[config.mk]
export PLATFORM = sky130hd
export DESIGN_NAME = dbus_arbiter
export DESIGN_NICKNAME = d
export VERILOG_FILES = /design/src/rtl/dbus_arbiter.sv
export SDC_FILE = /design/constraint.sdc
export NUM_CORES = 1
export LEC_CHECK = 0
export BUFFER_PORTS_ARGS = -buffer_cell sky130_fd_sc_hd__buf_2
export CORE_MARGIN = 2
export CORE_UTILIZATION = 47
export DETAILED_ROUTE_END_ITERATION = 8
export GPL_TIMING_DRIVEN = 0
export PLACE_DENSITY = 0.89
export SKIP_CTS_REPAIR_TIMING = 1
export SYNTH_ARGS = -nofsm -noshare
export SYNTH_HDL_FRONTEND = slang
export SYNTH_SLANG_ARGS = --single-unit
[constraint.sdc]
create_clock -name clk -period 5.58 [get_ports clk]
set_clock_uncertainty 0.15 [all_clocks]
set_input_delay 0.279 -clock clk [delete_from_list [all_inputs] [get_ports clk]]
set_output_delay 0.279 -clock clk [all_outputs]
set_load 0.05 [all_outputs]
[src/rtl/dbus_arbiter.sv]
// dbus_arbiter
//   Shares the 8-bit data-memory / I-O bus between two masters: m0 (CPU) and
//   m1 (DMA/loader). Grants are combinational and round-robin. A master that
//   holds lock can keep the bus for up to MAX_BURST consecutive grants while
//   the other master is waiting. The granted address is decoded into d_ram
//   (0x0000-0x07FF) and io (0x1000-0x10FF) strobes. Read data returns one
//   cycle after the grant and is routed to the master that issued the read.
//
// Ports
//   clk, rst                     clock, asynchronous active-high reset
//   mN_req_i / mN_lock_i         access request / keep ownership next cycle
//   mN_we_i, mN_addr_i,
//   mN_wdata_i                   access type, byte address, write data
//   mN_gnt_o                     combinational grant (access runs this cycle)
//   mN_rvalid_o, mN_rdata_o      read return, one cycle after the grant
//   bus_addr_o, bus_wdata_o      selected master address / write data
//   ram_w_en_o, ram_r_en_o,
//   ram_rdata_i                  d_ram strobes and synchronous read data
//   io_w_en_o, io_r_en_o,
//   io_rdata_i                   io strobes and synchronous read data
//   err_o                        pulse: previous granted access was unmapped
module dbus_arbiter #(
  parameter int MAX_BURST = 4,
  parameter int ADDR_W    = 16
) (
  input  logic              clk,
  input  logic              rst,
  input  logic              m0_req_i,
  input  logic              m0_lock_i,
  input  logic              m0_we_i,
  input  logic [ADDR_W-1:0] m0_addr_i,
  input  logic [7:0]        m0_wdata_i,
  input  logic              m1_req_i,
  input  logic              m1_lock_i,
  input  logic              m1_we_i,
  input  logic [ADDR_W-1:0] m1_addr_i,
  input  logic [7:0]        m1_wdata_i,
  output logic              m0_gnt_o,
  output logic              m1_gnt_o,
  output logic              m0_rvalid_o,
  output logic              m1_rvalid_o,
  output logic [7:0]        m0_rdata_o,
  output logic [7:0]        m1_rdata_o,
  output logic [ADDR_W-1:0] bus_addr_o,
  output logic [7:0]        bus_wdata_o,
  output logic              ram_w_en_o,
  output logic              ram_r_en_o,
  input  logic [7:0]        ram_rdata_i,
  output logic              io_w_en_o,
  output logic              io_r_en_o,
  input  logic [7:0]        io_rdata_i,
  output logic              err_o
);

  localparam int CNT_W = (MAX_BURST > 1) ? $clog2(MAX_BURST) : 1;
  localparam logic [CNT_W-1:0]  CNT_MAX  = CNT_W'(MAX_BURST - 1);
  localparam logic [ADDR_W-1:0] RAM_LAST = ADDR_W'(16'h07FF);
  localparam logic [ADDR_W-1:0] IO_FIRST = ADDR_W'(16'h1000);
  localparam logic [ADDR_W-1:0] IO_LAST  = ADDR_W'(16'h10FF);

  typedef enum logic [1:0] {IDLE = 2'd0, OWN0 = 2'd1, OWN1 = 2'd2} own_e;
  typedef enum logic [1:0] {RGN_NONE = 2'd0, RGN_RAM = 2'd1, RGN_IO = 2'd2} rgn_e;

  own_e             state_q, state_d;
  logic             last_gnt_q, last_gnt_d;
  logic             lock_q, lock_d;
  logic [CNT_W-1:0] burst_cnt_q, burst_cnt_d;
  logic [ADDR_W-1:0] bus_addr_q, bus_addr_d;
  logic [7:0]       bus_wdata_q, bus_wdata_d;
  logic             rvalid0_q, rvalid0_d, rvalid1_q, rvalid1_d;
  rgn_e             rgn_q, rgn_d;
  logic             err_q, err_d;
  logic [7:0]       rdata0_q, rdata0_d, rdata1_q, rdata1_d;

  logic             gnt0, gnt1, gnt_any, hold_ok;
  logic             sel_we, in_ram, in_io;
  logic [ADDR_W-1:0] sel_addr;
  logic [7:0]       sel_wdata, rd_mux;
  rgn_e             sel_rgn;

  // Owner FSM and grant selection. Grants are forced low while rst is high so
  // no access can start during reset.
  always_comb begin
    gnt0    = 1'b0;
    gnt1    = 1'b0;
    state_d = IDLE;
    hold_ok = lock_q && (burst_cnt_q < CNT_MAX);
    if (!rst) begin
      case ({m0_req_i, m1_req_i})
        2'b10: gnt0 = 1'b1;
        2'b01: gnt1 = 1'b1;
        2'b11: begin
          if (state_q == OWN0 && hold_ok)      gnt0 = 1'b1;
          else if (state_q == OWN1 && hold_ok) gnt1 = 1'b1;
          else if (last_gnt_q)                 gnt0 = 1'b1;
          else                                 gnt1 = 1'b1;
        end
        default: ;
      endcase
    end
    if (gnt0)      state_d = OWN0;
    else if (gnt1) state_d = OWN1;
  end

  assign gnt_any   = gnt0 | gnt1;
  assign sel_we    = gnt1 ? m1_we_i    : m0_we_i;
  assign sel_addr  = gnt1 ? m1_addr_i  : m0_addr_i;
  assign sel_wdata = gnt1 ? m1_wdata_i : m0_wdata_i;
  assign in_ram    = (sel_addr <= RAM_LAST);
  assign in_io     = (sel_addr >= IO_FIRST) && (sel_addr <= IO_LAST);
  assign sel_rgn   = in_ram ? RGN_RAM : (in_io ? RGN_IO : RGN_NONE);

  // Read data source is chosen by the region captured with the read grant,
  // so a new grant this cycle cannot disturb the return in flight.
  always_comb begin
    case (rgn_q)
      RGN_RAM: rd_mux = ram_rdata_i;
      RGN_IO:  rd_mux = io_rdata_i;
      default: rd_mux = 8'h00;
    endcase
  end

  always_comb begin
    burst_cnt_d = '0;
    if ((gnt0 && state_q == OWN0) || (gnt1 && state_q == OWN1))
      burst_cnt_d = (burst_cnt_q == CNT_MAX) ? burst_cnt_q : burst_cnt_q + CNT_W'(1);
    last_gnt_d  = gnt_any ? gnt1 : last_gnt_q;
    lock_d      = (gnt0 && m0_lock_i) || (gnt1 && m1_lock_i);
    bus_addr_d  = gnt_any ? sel_addr  : bus_addr_q;
    bus_wdata_d = gnt_any ? sel_wdata : bus_wdata_q;
    rvalid0_d   = gnt0 && !sel_we;
    rvalid1_d   = gnt1 && !sel_we;
    rgn_d       = (gnt_any && !sel_we) ? sel_rgn : rgn_q;
    err_d       = gnt_any && (sel_rgn == RGN_NONE);
    rdata0_d    = rvalid0_q ? rd_mux : rdata0_q;
    rdata1_d    = rvalid1_q ? rd_mux : rdata1_q;
  end

  always_ff @(posedge clk or posedge rst) begin
    if (rst) begin
      state_q     <= IDLE;
      last_gnt_q  <= 1'b1;
      lock_q      <= 1'b0;
      burst_cnt_q <= '0;
      bus_addr_q  <= '0;
      bus_wdata_q <= '0;
      rvalid0_q   <= 1'b0;
      rvalid1_q   <= 1'b0;
      rgn_q       <= RGN_NONE;
      err_q       <= 1'b0;
      rdata0_q    <= '0;
      rdata1_q    <= '0;
    end else begin
      state_q     <= state_d;
      last_gnt_q  <= last_gnt_d;
      lock_q      <= lock_d;
      burst_cnt_q <= burst_cnt_d;
      bus_addr_q  <= bus_addr_d;
      bus_wdata_q <= bus_wdata_d;
      rvalid0_q   <= rvalid0_d;
      rvalid1_q   <= rvalid1_d;
      rgn_q       <= rgn_d;
      err_q       <= err_d;
      rdata0_q    <= rdata0_d;
      rdata1_q    <= rdata1_d;
    end
  end

  assign m0_gnt_o    = gnt0;
  assign m1_gnt_o    = gnt1;
  assign bus_addr_o  = bus_addr_d;
  assign bus_wdata_o = bus_wdata_d;
  assign ram_w_en_o  = gnt_any && in_ram && sel_we;
  assign ram_r_en_o  = gnt_any && in_ram && !sel_we;
  assign io_w_en_o   = gnt_any && in_io && sel_we;
  assign io_r_en_o   = gnt_any && in_io && !sel_we;
  assign m0_rvalid_o = rvalid0_q;
  assign m1_rvalid_o = rvalid1_q;
  // Delivered byte appears with rvalid; otherwise each master sees its last byte.
  assign m0_rdata_o  = rdata0_d;
  assign m1_rdata_o  = rdata1_d;
  assign err_o       = err_q;

endmodule

==> results, run 1 <==
- Global routing used 20.1% of the available tracks.
- The number of antenna violations at the first check in global routing came to 0.
- The hold violation total from the final report is 0.
- TritonCTS built the clock tree.
- The routed design has 5860 µm of wire.
- After layout, the worst setup slack is between 2 and 2.5 ns.
- Summing all multi-input logic gate instances after layout gives ~970 µm².
- The path type of the worst setup path is in2out.
- The H-tree depth is 2.
- Static timing analysis puts the maximum clock frequency at 0.283 GHz.
- The buffer cell driving the clock tree root is sky130_fd_sc_hd__clkbuf_8.
- After global routing the overflow that remains totals 0.
- The sequential-to-total area share from yosys stat is 53.2%.
- The detail route stage leaves a number of antenna-violating nets equal to 0.
- The synthesized area divided by synthesized cell count is a little over 10 µm².
- The routed wire length per instance is 13.6 µm.
- For this configuration, the core starts out at a cell density of 48.0%.
- After layout, the minimum clock period comes to 3.53 ns.
- The die covers 5700 µm².
- The first global-routing pass estimated 8800 µm of wire.
- The number of input and output port buffers inserted is 120.
- The routability congestion estimate from global placement is 0.751.
- The top cell type by total area after synthesis is sky130_fd_sc_hd__dfrtp_1.
- In the post-synthesis netlist, the biggest area contributors are sky130_fd_sc_hd__dfrtp_1 52%, sky130_fd_sc_hd__mux2_2 8.0%, sky130_fd_sc_hd__mux2i_1 4.6%, sky130_fd_sc_hd__a21oi_1 4.2%, sky130_fd_sc_hd__o22ai_1 4.2%.
- The post-synthesis sequential element count is about 50.
- The longest clock path from root to sink contains 2 buffers.
- The critical path endpoint category is an output port.
- The final critical path takes up 63.2% of the cycle.
- Setup slack on the worst reg-to-reg path comes out at about 2.9 ns.
- The worst-case headroom to the max-slew limit is 51.5%.
- The clock slew at the register clock pins of the worst setup and hold paths is ~0.090 ns.
- Summed over all cells, the static leakage comes to ~1.8 nW.
- The final number of max-transition violations was 0.
- When the netlist entered floorplanning its net count stood at between 300 and 400.
- The worst flop-to-flop path startpoint is burst_cnt_q[0].
- The worst register-to-register path ends at rgn_q[0].
- The total power draw is 1.01 mW.
- The number of cells traversed by the worst register-to-register path is 7.
- The later-pin clock latency in the skew report is 0.30 ns.
- In the final timing run, aggregate negative setup slack is 0 ns.
- STA classifies the critical path startpoint as a primary input.
- Compared with the post-synthesis result, the final layout area differs by 35.6%.
- The I/O pin count is between 100 and 150.
- Setup repair after global routing left no endpoint under its margin.
- The via count of the first global-routing pass is 1,999.
- The worst supply voltage drop on vdd is 0.000236 V.
- After legalization and detailed placement, the total HPWL measured 4700 µm.
- The clock drives 51 sinks.
- The actual transition at the worst max-transition pin is 0.728 ns.
- The master of the slowest instance on the critical path is sky130_fd_sc_hd__a21oi_1.
- The run finished with clean final reports.
- The arrival time at the worst endpoint is 3.10 ns.
- The die is 75.5 µm tall.
- The cell count after synthesis came out at around 230.
- In this run, distinct cell masters in the synthesized netlist total 33.
- The worst hold path belongs to the class in2reg.
- The core occupancy in the finished layout is 65.0%.
- The pre-antenna-repair detailed-routing pass consisted of 4 iterations.
- The signal on the critical path passes through dlygate4sd3_1 -> buf_2 -> inv_2 -> buf_12 -> nand2_1 -> a21oi_1 -> clkbuf_1 -> a21oi_1 -> buf_2.
- The overall via count from detail_route is around 2,200.
- The cell area that synthesis handed to floorplanning was about 2400 µm².
- The startpoint identified for the worst hold timing path is m1_we_i.
- The hold path endpoint is m1_rvalid_o.
- The total number of yosys warnings is 0.
- The largest single stage delay on the critical path is 0.58 ns.
- Registers take 1280 µm².
- Row generation in the floorplan step produced 26 rows.
- The number of antenna diodes in the final layout is 0.
- The area share of the leading cell type in the synthesized netlist is 52.1%.
- The number of fill cells is 416.
- STA puts the critical path data required time at 5.15 ns.
- The maximum number of pins on one net before global-route repair is 36.
- The core region is 5010 µm².
- The via-per-instance ratio is 5.09.
- The hold-critical path depth is 2.
- The post-placement setup slack is 2.47 ns.
- The max-cap check violation count is 0.
- Setup violations remaining at the end of the flow were counted as 0.
- The maximum fanout along the worst path is 35.
- The total power density per cell area is 311 nW/µm².
- The first routing iteration left 106 violations.
- The worst hold margin is 0.0393 ns.
- The number of clock buffers added by TritonCTS is 5.
- The final net count is 435.
- The layout cell share with drive strength beyond 1 is 42.4%.
- From left edge to right edge, the die measures 75.5 µm.
- The post-route DRC violation count is 0.
## cells in the mapped netlist (all sizes together)
cell type / count
nor3: 3
o22ai: 16
xor2: 1
dfstp: 1
o21ai: 11
a311o: 1
nor2: 17
or3: 2
nand3: 1
mux2: 20
a21oi: 20
dfrtp: 50
nand2: 11
inv: 26
nand4: 1
a22o: 1
clkbuf: 11
a22oi: 8
or4: 1
and2: 3
ha: 3
a211oi: 2
nor3b: 2
or3b: 1
a21o: 1
a31oi: 1
nor4: 1
buf: 2
nand2b: 1
mux2i: 11
o21bai: 1
## critical path: cells and delay by family
family / cells / cell delay, ns
compound gates: 2 / 0.75
simple gates: 1 / 0.11
buf+inv: 6 / 1.94
## layer usage
metal / up-vias / track usage, % / share of wire (%)
li1: 1059 / - / -
met1: 1024 / 23.8 / 42
met2: 101 / 36.8 / 50
met3: 8 / 3.97 / 6.6
met4: 0 / 6.24 / 1.3
met5: - / 0 / 0
## worst max-delay path by stage
stage | cells past startpoint | endpoint | slack (ns) | start
floorplan | 4 | ram_w_en_o | 1.85 | rst
global placement | 6 | bus_addr_o[13] | 1.66 | rst
detailed placement | 9 | bus_addr_o[15] | 2.47 | burst_cnt_q[0]
CTS | 9 | bus_addr_o[15] | 2.12 | burst_cnt_q[0]
global route | 9 | bus_addr_o[7] | 1.81 | rst
finish | 9 | bus_wdata_o[1] | 2.05 | rst
## registers in the layout, summed over array words and instances, names as in the netlist
signal and flops:
state_q 2, m1_rvalid_o 1, lock_q 1, last_gnt_q 1, rdata1_q 8, m0_rvalid_o 1, rdata0_q 8, err_o 1
rgn_q 2, bus_wdata_q 8, burst_cnt_q 2, bus_addr_q 16
## report_power, final
part           internal (mW)  switching (mW)  total, mW
clock                  0.179           0.119      0.297
combinational         0.0812           0.212      0.294
sequential             0.408          0.0146      0.422
total                  0.668           0.346       1.01
## placed cells by master (no fill, tap or decap), types with 8 or more instances in the layout
master / netlist / routed
sky130_fd_sc_hd__mux2_2: 17 / 17
sky130_fd_sc_hd__inv_1: 26 / 25
sky130_fd_sc_hd__a22oi_1: 8 / 8
sky130_fd_sc_hd__dfrtp_1: 50 / 50
sky130_fd_sc_hd__a21oi_1: 20 / 20
sky130_fd_sc_hd__nand2_1: 11 / 11
sky130_fd_sc_hd__buf_2: 1 / 121
sky130_fd_sc_hd__clkbuf_1: 11 / 11
sky130_fd_sc_hd__mux2i_1: 11 / 11
sky130_fd_sc_hd__o22ai_1: 16 / 16
sky130_fd_sc_hd__o21ai_0: 11 / 11
sky130_fd_sc_hd__nor2_1: 17 / 17
## logic make-up after synthesis
group	count (synthesis)	synth area share (%)
AO/OA/AOI/OAI	62	15.4
XOR/XNOR	1	0.365
adder cells (fa/ha/maj)	3	1.56
buffers and inverters	39	6.46
flip-flops	51	53.2
multiplexers	31	14.4
AND/OR/NAND/NOR	44	8.59
## per-stage QoR
stage | std cells | area, µm²
6_report | 431 | 3260
5_1_grt | 431 | 3260
4_1_cts | 430 | 3250
3_5_place_dp | 422 | 3110
3_3_place_gp | 421 | 3090
2_1_floorplan | 231 | 2400
## area by class of cell
cell class	instances	share of cell area [%]
Sequential cell	51	39.2
Tap cell	70	2.69
Buffer	13	1.77
Timing Repair Buffer	122	19.4
Inverter	26	3.00
Multi-Input combinational cell	141	29.8
Clock inverter	3	2.07
Clock buffer	5	2.11
Power figures use the tool's default switching activity.
==> inputs of run 2 (changes only) <==
--- a/config.mk
+++ b/config.mk
@@ -7,10 +7,10 @@
 export LEC_CHECK = 0
 export BUFFER_PORTS_ARGS = -buffer_cell sky130_fd_sc_hd__buf_2
 export CORE_MARGIN = 2
-export CORE_UTILIZATION = 47
+export CORE_UTILIZATION = 45
 export DETAILED_ROUTE_END_ITERATION = 8
 export GPL_TIMING_DRIVEN = 0
-export PLACE_DENSITY = 0.89
+export PLACE_DENSITY = 0.86
 export SKIP_CTS_REPAIR_TIMING = 1
 export SYNTH_ARGS = -nofsm -noshare
 export SYNTH_HDL_FRONTEND = slang
==> constraint.sdc (replaced) <==
create_clock -name clk -period 3.4 [get_ports clk]
set_clock_uncertainty 0.15 [all_clocks]
set_input_delay 0.17 -clock clk [delete_from_list [all_inputs] [get_ports clk]]
set_output_delay 0.17 -clock clk [all_outputs]
set_load 0.05 [all_outputs]
==> run 2 against run 1 <==
Net effect:
- sequential power up 64%
- flip-flop and latch count unchanged
- non-clock buffer count up 20
- sequential share of layout area down 2.2 points
- setup slack worse by 1.9 ns
- worst hold slack better by 0.0020 ns
- critical path type is now reg2out
- critical endpoint is now bus_addr_o[15]
- largest cell class unchanged
- largest power group unchanged
==> results, run 2 (synthesis results as in run 1) <==
- The count of clock tree sinks is 51.
- The worst setup path is launched from a flip-flop.
- The HPWL reported at the end of detailed placement is approximately 4400 µm.
- The H-tree depth is 2.
- Setup repair after global routing left no endpoint under its margin.
- After detailed placement, the total cell area comes to 3090 µm².
- In this run the count of I/O pins placed on the die edge is 121.
- Counting instances, the worst hold path has a depth of 3.
- The hold violation total from the final report is 0.
- The sum of negative setup slack is 0 ns.
- The finished layout cell area is roughly 3500 µm².
- The count of nets left with antenna violations once routing finished came out at 0.
- The worst-case clock buffer depth is 2.
- The floorplan step defined a die boundary enclosing 5940 µm².
- The horizontal die dimension is 77.1 µm.
- The register ranked first by flip-flop count is bus_addr_q.
- The reg2reg setup slack is ~0.60 ns.
- Global routing used roughly 19% of the available tracks across all layers.
- The die height is 77.1 µm.
- The run finished with clean final reports.
- After detailed routing, the number of vias per cell comes to 5.02.
- Entering global routing, the biggest net connects 54 pins.
- In this run, CTS created clock tree buffers numbering 5.
- The CTS tree is built.
- Timing analysis after detailed placement gives a worst setup slack of 0.202 ns.
- The number of cells traversed by the worst register-to-register path is 8.
- Summing internal, switching and leakage power gives 1.63 mW.
- The routed wire length per instance is 13.9 µm.
- CTS placed an instance of sky130_fd_sc_hd__clkbuf_8 at the clock tree root.
- The total power density per cell area is 471 nW/µm².
- The leading cell type in the layout, fill and taps excluded is sky130_fd_sc_hd__buf_2.
- At the pin with the least slew margin, the transition time is 1.13 ns.
- The overall via count from detail_route is 2,268.
- Counting I/O delays and the setup requirement, the final critical path takes 3.27 ns.
- The endpoint identified for the worst register-to-register timing path is lock_q.
- The clock slew at the register clock pins of the worst setup and hold paths is about 0.09 ns.
- The path type of the worst setup path is reg2out.
- The library cells used most frequently in the layout, excluding fill and tap cells, are 118 x sky130_fd_sc_hd__buf_2, 50 x sky130_fd_sc_hd__dfrtp_1, 25 x sky130_fd_sc_hd__inv_1, 21 x sky130_fd_sc_hd__dlygate4sd3_1, 20 x sky130_fd_sc_hd__a21oi_1.
- The worst supply voltage drop on vdd is ~0.00032 V.
- The final clock period utilization by the worst path is a little over nine tenths.
- The routed design has 6280 µm of wire.
- At the later pin of the worst-skew pair, clock insertion delay measures 0.30 ns.
- The area added between synthesis and finish is 43.8%.
- For this run the aggregate overflow at the end of global routing stands at 0.
- Broken down by cell family, the worst path's largest delay share belongs to compound AO/OA/AOI/OAI gates.
- The layout cell share with drive strength beyond 1 is 40.3%.
- The launch instance of the worst min-delay path is m0_addr_i[13].
- Across the run, the number of max-cap violations was 0.
- The number of input and output port buffers inserted is 120.
- After the last flow step, the layout net total stands at 456.
- The row count is 26.
- For this block, the initial DRC count from the detailed router was 78.
- The first detailed-routing pass ran for 4 iterations.
- The antenna diode count is 0.
- The count of final setup violators is 0.
- The register with the most flip-flops in the layout has 16 of them.
- The final number of max-transition violations is 0.
- The class of the tightest hold or removal check is in2reg.
- In this run the critical register-to-register path is launched from burst_cnt_q[0].
- The critical path endpoint category is an output port.
- The number of antenna violations at the first check in global routing came to 0.
- Static timing analysis puts the maximum clock frequency at 0.306 GHz.
- The congestion estimate from routability-driven global placement came to 0.799.
- Measured against its own limit, the worst slew margin works out to 24.0%.
- Of all nets on the critical path, the largest fanout is 10.
- For this configuration, the core starts out at a cell density of 46.7%.
- The master of the slowest instance on the critical path is sky130_fd_sc_hd__or3b_1.
- The arrival time at the worst endpoint is 2.95 ns.
- The placeable core region is 5140 µm².
- The post-route DRC violation count is 0.
- On the worst path, the slowest cell contributes a delay of roughly 0.43 ns.
- The number of buffer and inverter instances along the worst setup path is 3.
- In this run the static leakage power is 1.84 nW.
- At the worst endpoint, the required time is 3.08 ns.
- The first global-routing pass estimated approximately 8900 µm of wire.
- Traced cell by cell, the critical path runs through ha_1 -> or3b_1 -> a311o_1 -> o21bai_1 -> buf_6 -> buf_2 -> mux2i_1 -> o21ai_1 -> clkbuf_4.
- Setup slack on the critical path of the routed design comes to around 0.13 ns.
- The number of fill cells is 399.
- The hold path endpoint is bus_addr_q[13].
- The via count of the first global-routing pass is 1,942.
run 2: power breakdown:
| part | internal [mW] | leakage (nW) | switching, mW |
|---|---|---|---|
| sequential | 0.669 | 0.640 | 0.0240 |
| clock | 0.238 | 0.0612 | 0.186 |
| combinational | 0.153 | 1.13 | 0.356 |
run 2: worst max-delay path by stage:
stage | from | end | slack (ns) | cells after the start
after floorplan | burst_cnt_q[0] | ram_w_en_o | 0.02 | 7
after global placement | rst | bus_addr_o[10] | 0.27 | 7
after detailed placement | rst | bus_addr_o[14] | 0.20 | 7
after CTS | burst_cnt_q[0] | bus_addr_o[15] | 0.11 | 9
after global routing | burst_cnt_q[0] | bus_addr_o[4] | 0.005 | 9
final | burst_cnt_q[0] | bus_addr_o[15] | 0.13 | 9
run 2: metrics by stage:
stage,hold WS [ns],util (%),instances
5_1_grt,0.0689,67.2,452
3_3_place_gp,0.239,60.2,421
6_report,0.0413,67.2,452
2_1_floorplan,0.0756,-,231
3_5_place_dp,0.238,60.2,421
4_1_cts,-0.0842,62.5,429
run 2: layout make-up:
class | count | area (µm²) | share of cell area, %
flip-flops and latches | 51 | 1280 | 37.0
multi-input cells | 141 | 970 | 28.1
repair buffers | 142 | 838 | 24.3
inverters | 26 | 101 | 2.93
well taps | 70 | 87.6 | 2.54
clock buffers | 6 | 82.6 | 2.39
plain buffers | 13 | 57.6 | 1.67
clock inverters | 2 | 35.0 | 1.01
repair inverters | 1 | 5.00 | 0.145
run 2: per-layer routing:
metal | GRT usage, % | routed length (µm)
met2 | 31.8 | 3160
met3 | 4.24 | 388
met5 | 0 | 0
met1 | 23.7 | 2630
met4 | 4.82 | 98
run 2: worst register-to-register path: stages, from the launching register on:
cell	delay, ns
sky130_fd_sc_hd__dfrtp_1	0.40
sky130_fd_sc_hd__ha_1	0.26
sky130_fd_sc_hd__or3b_1	0.43
sky130_fd_sc_hd__a311o_1	0.39
sky130_fd_sc_hd__o21bai_1	0.17
sky130_fd_sc_hd__buf_6	0.15
sky130_fd_sc_hd__inv_1	0.10
sky130_fd_sc_hd__a22o_1	0.14
sky130_fd_sc_hd__dlygate4sd3_1	0.54
